$ cat src/rtl/timer_ctrl.sv
// Bus-side register front end for the millisecond timer: period/control/status
// registers, timer load strobes, sticky expiry flag, level irq and overrun count.
module timer_ctrl #(
    parameter logic [7:0] RELOAD_DEFAULT = 8'd0
) (
    input  logic       clk,
    input  logic       reset_n,
    input  logic [1:0] addr,
    input  logic       wr_en,
    input  logic       rd_en,
    input  logic [7:0] wr_data,
    output logic [7:0] rd_data,
    input  logic       timer_expired,
    output logic [7:0] count_out,
    output logic       count_write,
    output logic       irq
);

    localparam logic [1:0] A_PERIOD  = 2'd0;
    localparam logic [1:0] A_CTRL    = 2'd1;
    localparam logic [1:0] A_STATUS  = 2'd2;
    localparam logic [1:0] A_OVERRUN = 2'd3;

    logic [7:0] period;
    logic [7:0] overrun;
    logic       ie;
    logic       periodic;
    logic       flag;
    logic       running;
    logic       cw_q;

    logic       wr_period;
    logic       wr_ctrl;
    logic       wr_status;
    logic       wr_ovr;
    logic       periodic_eff;
    logic       reload;
    logic [7:0] rd_mux;

    always_comb begin
        wr_period = wr_en && (addr == A_PERIOD);
        wr_ctrl   = wr_en && (addr == A_CTRL);
        wr_status = wr_en && (addr == A_STATUS);
        wr_ovr    = wr_en && (addr == A_OVERRUN);
        // A CTRL write landing with an expiry decides whether that expiry reloads.
        periodic_eff = wr_ctrl ? wr_data[1] : periodic;
        reload       = timer_expired && periodic_eff;
        unique case (addr)
            A_PERIOD: rd_mux = period;
            A_CTRL:   rd_mux = {6'd0, periodic, ie};
            A_STATUS: rd_mux = {6'd0, running, flag};
            default:  rd_mux = overrun;
        endcase
    end

    always_ff @(posedge clk) begin
        if (!reset_n) begin
            period    <= RELOAD_DEFAULT;
            count_out <= RELOAD_DEFAULT;
            ie        <= 1'b0;
            periodic  <= 1'b0;
            flag      <= 1'b0;
            running   <= 1'b0;
            overrun   <= 8'd0;
            cw_q      <= 1'b0;
            irq       <= 1'b0;
            rd_data   <= 8'd0;
        end else begin
            if (wr_period) period <= wr_data;
            if (wr_ctrl) begin
                ie       <= wr_data[0];
                periodic <= wr_data[1];
            end

            // A PERIOD write and a reload collapse into one load carrying wr_data.
            cw_q <= wr_period || reload;
            if (wr_period)   count_out <= wr_data;
            else if (reload) count_out <= period;

            if (wr_period)                          running <= 1'b1;
            else if (timer_expired && !periodic_eff) running <= 1'b0;

            if (timer_expired)               flag <= 1'b1;
            else if (wr_status && wr_data[0]) flag <= 1'b0;

            if (wr_ovr)
                overrun <= 8'd0;
            else if (timer_expired && flag && (overrun != 8'hFF))
                overrun <= overrun + 8'd1;

            irq <= flag & ie;
            if (rd_en) rd_data <= rd_mux;
        end
    end

    // Gating keeps a strobe from escaping during the reset cycle itself.
    assign count_write = cw_q & reset_n;

endmodule

$ cat config.mk
export PLATFORM = sky130hd
export DESIGN_NAME = timer_ctrl
export DESIGN_NICKNAME = d
export VERILOG_FILES = /design/src/rtl/timer_ctrl.sv
export SDC_FILE = /design/constraint.sdc
export NUM_CORES = 1
export LEC_CHECK = 0
export BUFFER_PORTS_ARGS = -buffer_cell sky130_fd_sc_hd__buf_2
export CORE_UTILIZATION = 45
export CTS_CLUSTER_SIZE = 30
export DETAILED_ROUTE_END_ITERATION = 10
export GPL_ROUTABILITY_DRIVEN = 0
export PLACE_DENSITY_LB_ADDON = 0.12
export SLEW_MARGIN = 20
export SYNTH_ARGS = -nofsm -noshare
export SYNTH_HDL_FRONTEND = slang
export SYNTH_SLANG_ARGS = --single-unit
$ cat constraint.sdc
create_clock -name clk -period 2.4 [get_ports clk]
set_input_delay 0.72 -clock clk [delete_from_list [all_inputs] [get_ports clk]]
set_output_delay 0.72 -clock clk [all_outputs]
set_load 0.1 [all_outputs]
==> results.py, run 1 <==
metrics = {
    "routing": {
        "routed_wl_um": 3230,
        "num_vias": 1261,
        "dr.pass1.iters": 4,
        "ant_nets": 0,
        "via_per_inst": 5.13,
        "drtIter0Drc": 61,
        "routedWlPerCell_um": 13.1,
        "drc": 0,
    },
    "placed_design": {
        "io_buffers": 32,
        "pre_cts_ws_ns": 0.189,
        "dpl_cell_area_um2": 1840,
        "dp_hpwl_um": 2440,
    },
    "clock_network": {
        "path_clk_slew_ns": 0.12,
        "ctsResizeCount": 0,
        "clock-root-buffer": "clkbuf_4",
        "cts_made_buffers": 5,
        "clock_path_buffers": 2,
        "clock_latency_ns": 0.36,
        "cts_tree": "done",
        "postCtsHoldBufs": 0,
        "cts.htree.levels": 2,
        "cts.sinks": 38,
        "cts_setup_buffers": 0,
    },
    "synth": {
        "synth-seq-cells": 38,
        "synthArstFlopShare_pct": 0,
        "yosys_most_used_dff": "dfxtp_1",
        "synth_edf_count": 0,
        "netlist_area_um2": 1620,
        "synth_nets": 181,
        "ys_seq_area_share_pct": 46.8,
        "syn_inst": 165,
        "syn_area_per_cell_um2": 9.84,
        "ys_types": 33,
        "yosysWarnings": 0,
    },
    "timing": {
        "fin_crit_ns": 2.02,
        "rsz0062_at_grt": "false",
        "timing.fmax_mhz": 495,
        "fin_ws_ns": 0.379,
        "relSlewSlack_pct": 67.4,
        "worst_slew_pin_slew_ns": 0.492,
        "setup-violations-final": 0,
        "final.period_utilization_pct": 84.2,
        "skew_ns": 0.0118,
        "hold_viol": 0,
        "maxSlewViolCount": 0,
        "setup_tns_ns": 0,
    },
    "pwr": {
        "power.leakage_nw": 0.814,
        "ir_drop_uv": 423,
        "powerDensity_nw_per_um2": 662,
    },
    "layout": {
        "final_nets": 215,
        "final_layout_size_suffix_gt1_share_pct": 28.5,
        "design_area_um2": 1930,
        "area_growth_syn_to_layout_pct": 18.6,
        "fill_cells": 315,
        "n_antenna_cell": 0,
    },
    "outcome": {
        "status": "complete, no violations",
    },
    "job": {
        "max_cap_violations": 0,
    },
    "global_routing": {
        "grt.overflow.total": 0,
        "grt_pass1_vias": 1155,
        "grt_max_degree": 15,
        "grt_pass1_wl_um": 5360,
        "grt_antenna_before_repair": 0,
        "track_usage_pct": 19.8,
    },
    "floorplan": {
        "start_util_pct": 47.9,
        "rows": 21,
        "fp.dieH_um": 62.1,
        "core_um2": 3390,
        "dieArea_um2": 3850,
        "io_pins": 33,
        "die_x_um": 62.1,
    },
    "setup_path": {
        "reg2reg_from": "overrun[0]",
        "worstPathArrival_ns": 1.30,
        "startpoint": "reset_n",
        "start_kind": "primary input",
        "path_max_fanout": 13,
        "cp-end-kind": "output pin",
        "critical_path_class": "in2out",
        "cp.required_ns": 1.68,
    },
    "hold_path": {
        "min_path_type": "reg2reg",
        "hold_start": "running",
    },
}
metrics by stage:
step	total power, W	hold slack, ns	util, %	cells
final	0.00127	0.485	56.8	246
after global routing	0.00133	0.514	56.8	246
after CTS	0.00128	0.486	56.8	246
after detailed placement	0.000848	0.469	54.4	238
after global placement	0.000845	0.463	54.4	238
after floorplan	0.000807	0.440	-	165
placed cells by master (no fill, tap or decap), drive strengths merged:
master,Yosys,layout
clkbuf,4,5
nand4,1,1
o211ai,3,3
o41ai,1,1
and2,12,12
dfxtp,38,38
nand3,6,6
inv,2,2
nor3b,1,1
nand4b,1,1
mux4,2,2
nor2b,1,1
a22oi,6,6
a211oi,6,6
and3,2,2
mux2i,11,11
bufinv,0,1
or4,2,2
o21ai,4,4
a21oi,8,8
buf,4,35
or3,2,2
xor2,3,3
clkinvlp,0,2
nand2,12,12
ha,1,1
mux2,9,9
nor2,23,23
critical path, cell delays in order:
cell and delay, ns:
buf_2 0.20, and2_2 0.21, buf_12 0.17
synthesized netlist by cell type (2+ instances only):
library cell,count,area (µm²)
dfxtp_1,38,761
clkbuf_1,4,15.0
o211ai_1,3,22.5
mux4_1,2,52.6
a22oi_1,6,45.0
inv_1,2,7.51
mux2i_1,11,110
nor2_1,23,86.3
or4_1,2,15.0
nand3_1,6,30.0
a211oi_1,6,45.0
and2_1,11,68.8
o21ai_0,3,15.0
mux2_2,8,90.1
and3_1,2,12.5
a21oi_1,7,35.0
nand2_1,12,45.0
or3_1,2,12.5
xor2_1,3,26.3
power by group:
group	switching, W	leakage, nW	total (W)	internal [W]
registers	0.0000112	0.309	0.000660	0.000649
logic	0.000123	0.468	0.000173	0.0000505
clock network	0.000222	0.0374	0.000440	0.000218
final cells by class:
class / instances / area [µm²] / area share, %
clock inverter: 3 / 45.0 / 2.34
inverter: 2 / 7.51 / 0.390
clock buffer: 5 / 37.5 / 1.95
timing repair buffer: 35 / 198 / 10.3
tap: 46 / 57.6 / 2.99
multi-input combinational: 117 / 820 / 42.6
sequential: 38 / 761 / 39.5
state kept, by name, indices dropped and copies added (netlist names):
name	flops
irq	1
count_out	8
ie	1
periodic	1
period	8
overrun	8
running	1
flag	1
rd_data	8
cw_q	1
routing by layer:
| layer | global-route usage, % | vias up | wire [µm] |
|---|---|---|---|
| li1 | - | 650 | - |
| met1 | 25.6 | 586 | 1530 |
| met4 | 9.52 | 0 | 72 |
| met3 | 6.21 | 7 | 117 |
| met5 | 0 | - | 0 |
| met2 | 29.8 | 18 | 1510 |
logic make-up after synthesis:
logic type | after synthesis | synth area share, %
and+or+nand+nor | 63 | 19.3
DFF | 38 | 46.8
AOI/OAI and AO/OA | 28 | 11.9
muxes | 22 | 16.5
buffers and inverters | 10 | 3.08
xor gates and xnor gates | 3 | 1.62
adders and majority gates | 1 | 0.770
worst paths after layout:
kind	to	slack (ns)	cells after the start
setup / recovery	count_write	0.38	3
hold / removal	running	0.49	2
hold reg to reg	running	0.49	2
setup reg to reg	overrun[4]	0.89	5
Power figures use the tool's default switching activity.
==> inputs of run 2 (changes only) <==
==> constraint.sdc (replaced) <==
create_clock -name clk -period 2.1 [get_ports clk]
set_input_delay 0.63 -clock clk [delete_from_list [all_inputs] [get_ports clk]]
set_output_delay 0.63 -clock clk [all_outputs]
set_load 0.1 [all_outputs]
==> results.py, run 2 (synthesized netlist as in run 1, its figures left out) <==
metrics = {
    "hold_path": {
        "hold_start": "running",
        "min_path_type": "reg2reg",
        "holdPathEnd": "running",
        "hold_depth": 2,
    },
    "layout": {
        "final_cell_mix": "dfxtp_1, buf_2, nor2_1",
        "design_area_um2": 1940,
        "n_antenna_cell": 0,
        "utilization_pct": 57.1,
        "final_nets": 217,
        "multi_input_area_um2": 820,
        "area_growth_syn_to_layout_pct": 19.2,
        "register_area_um2": 761,
        "final_layout_size_suffix_gt1_share_pct": 29.2,
        "final_common_cell": "dfxtp_1",
        "stdcell_count": 248,
        "fill_cells": 303,
    },
    "clock_network": {
        "clock-root-buffer": "clkbuf_4",
        "cts.sinks": 38,
        "ctsResizeCount": 0,
        "cts_tree": "done",
        "path_clk_slew_ns": 0.11,
        "postCtsHoldBufs": 0,
        "clock_latency_ns": 0.34,
        "cts.htree.levels": 2,
        "cts_made_buffers": 5,
        "clock_path_buffers": 2,
        "cts_setup_buffers": 0,
    },
    "timing": {
        "worst_slew_pin_slew_ns": 0.488,
        "fin_crit_ns": 1.84,
        "hold_viol": 0,
        "setup_tns_ns": 0,
        "timing.fmax_mhz": 543,
        "rsz0062_at_grt": "false",
        "skew_ns": 0.00416,
        "setup-violations-final": 0,
        "fin_hold_ws_ns": 0.479,
        "final.period_utilization_pct": 87.7,
        "maxSlewViolCount": 0,
        "relSlewSlack_pct": 67.7,
    },
    "pwr": {
        "ir_drop_uv": 425,
        "powerDensity_nw_per_um2": 745,
        "power.leakage_nw": 0.831,
    },
    "placed_design": {
        "dp_cells": 240,
        "dp_hpwl_um": 2540,
        "dpl_cell_area_um2": 1860,
        "io_buffers": 32,
    },
    "setup_path": {
        "start_kind": "primary input",
        "critical_path_class": "in2out",
        "reg2reg_slack_ns": 0.56,
        "path_max_fanout": 13,
        "worstPathArrival_ns": 1.21,
        "reg2reg_from": "overrun[0]",
        "worstReg2RegEnd": "overrun[4]",
        "cp-end-kind": "output pin",
        "reg2reg_depth": 5,
        "cp.required_ns": 1.47,
    },
    "global_routing": {
        "grt_antenna_before_repair": 0,
        "grt.overflow.total": 0,
        "grt_max_degree": 17,
        "track_usage_pct": 20.9,
        "grt_pass1_vias": 1210,
        "grt_pass1_wl_um": 5580,
    },
    "floorplan": {
        "io_pins": 33,
        "core_um2": 3390,
        "dieArea_um2": 3850,
        "die_x_um": 62.1,
        "fp.dieH_um": 62.1,
        "start_util_pct": 47.9,
        "rows": 21,
    },
    "routing": {
        "ant_nets": 0,
        "routedWlPerCell_um": 13.3,
        "routed_wl_um": 3310,
        "num_vias": 1277,
        "drc": 0,
        "via_per_inst": 5.15,
        "dr.pass1.iters": 4,
        "drtIter0Drc": 118,
    },
    "outcome": {
        "status": "complete, no violations",
    },
    "job": {
        "max_cap_violations": 0,
    },
}
run 2: critical path, cell delays in order:
cell and delay [ns]:
buf_2 0.20, and2_2 0.21, buf_12 0.17
run 2: report_power, final:
part           total (W)  internal (W)  switching, W
Combinational   0.000202     0.0000604      0.000141
Sequential      0.000754      0.000742     0.0000127
Clock           0.000486      0.000247      0.000239
Total            0.00144       0.00105      0.000393
run 2: worst max-delay path by stage:
stage,slack (ns),to,from
final,0.26,count_write,reset_n
after floorplan,0.15,count_out[0],addr[1]
after global placement,0.11,count_out[4],wr_en
after detailed placement,0.07,count_out[2],wr_en
after CTS,0.25,count_write,reset_n
after global routing,0.21,count_write,reset_n
run 2: metal layers:
metal | routed length, µm | part of all wire (%) | global-route usage [%]
met5 | 0 | 0 | 0
met4 | 18 | 0.54 | 10.5
met3 | 140 | 4.2 | 6.42
met2 | 1610 | 49 | 30.9
met1 | 1540 | 46 | 27.5
run 2: area by class of cell:
cell class                      count  area share, %
Inverter                            2          0.388
Sequential cell                    38           39.3
Multi-Input combinational cell    117           42.3
Clock buffer                        5           1.94
Clock inverter                      3           2.07
Timing Repair Buffer               37           11.0
Tap cell                           46           2.97
run 2: metrics by stage:
stage                     power, W  setup WS (ns)
after detailed placement  0.000973         0.0678
after CTS                  0.00146          0.246
after floorplan           0.000923          0.152
after global routing       0.00151          0.208
after global placement    0.000969          0.113
final                      0.00144          0.259
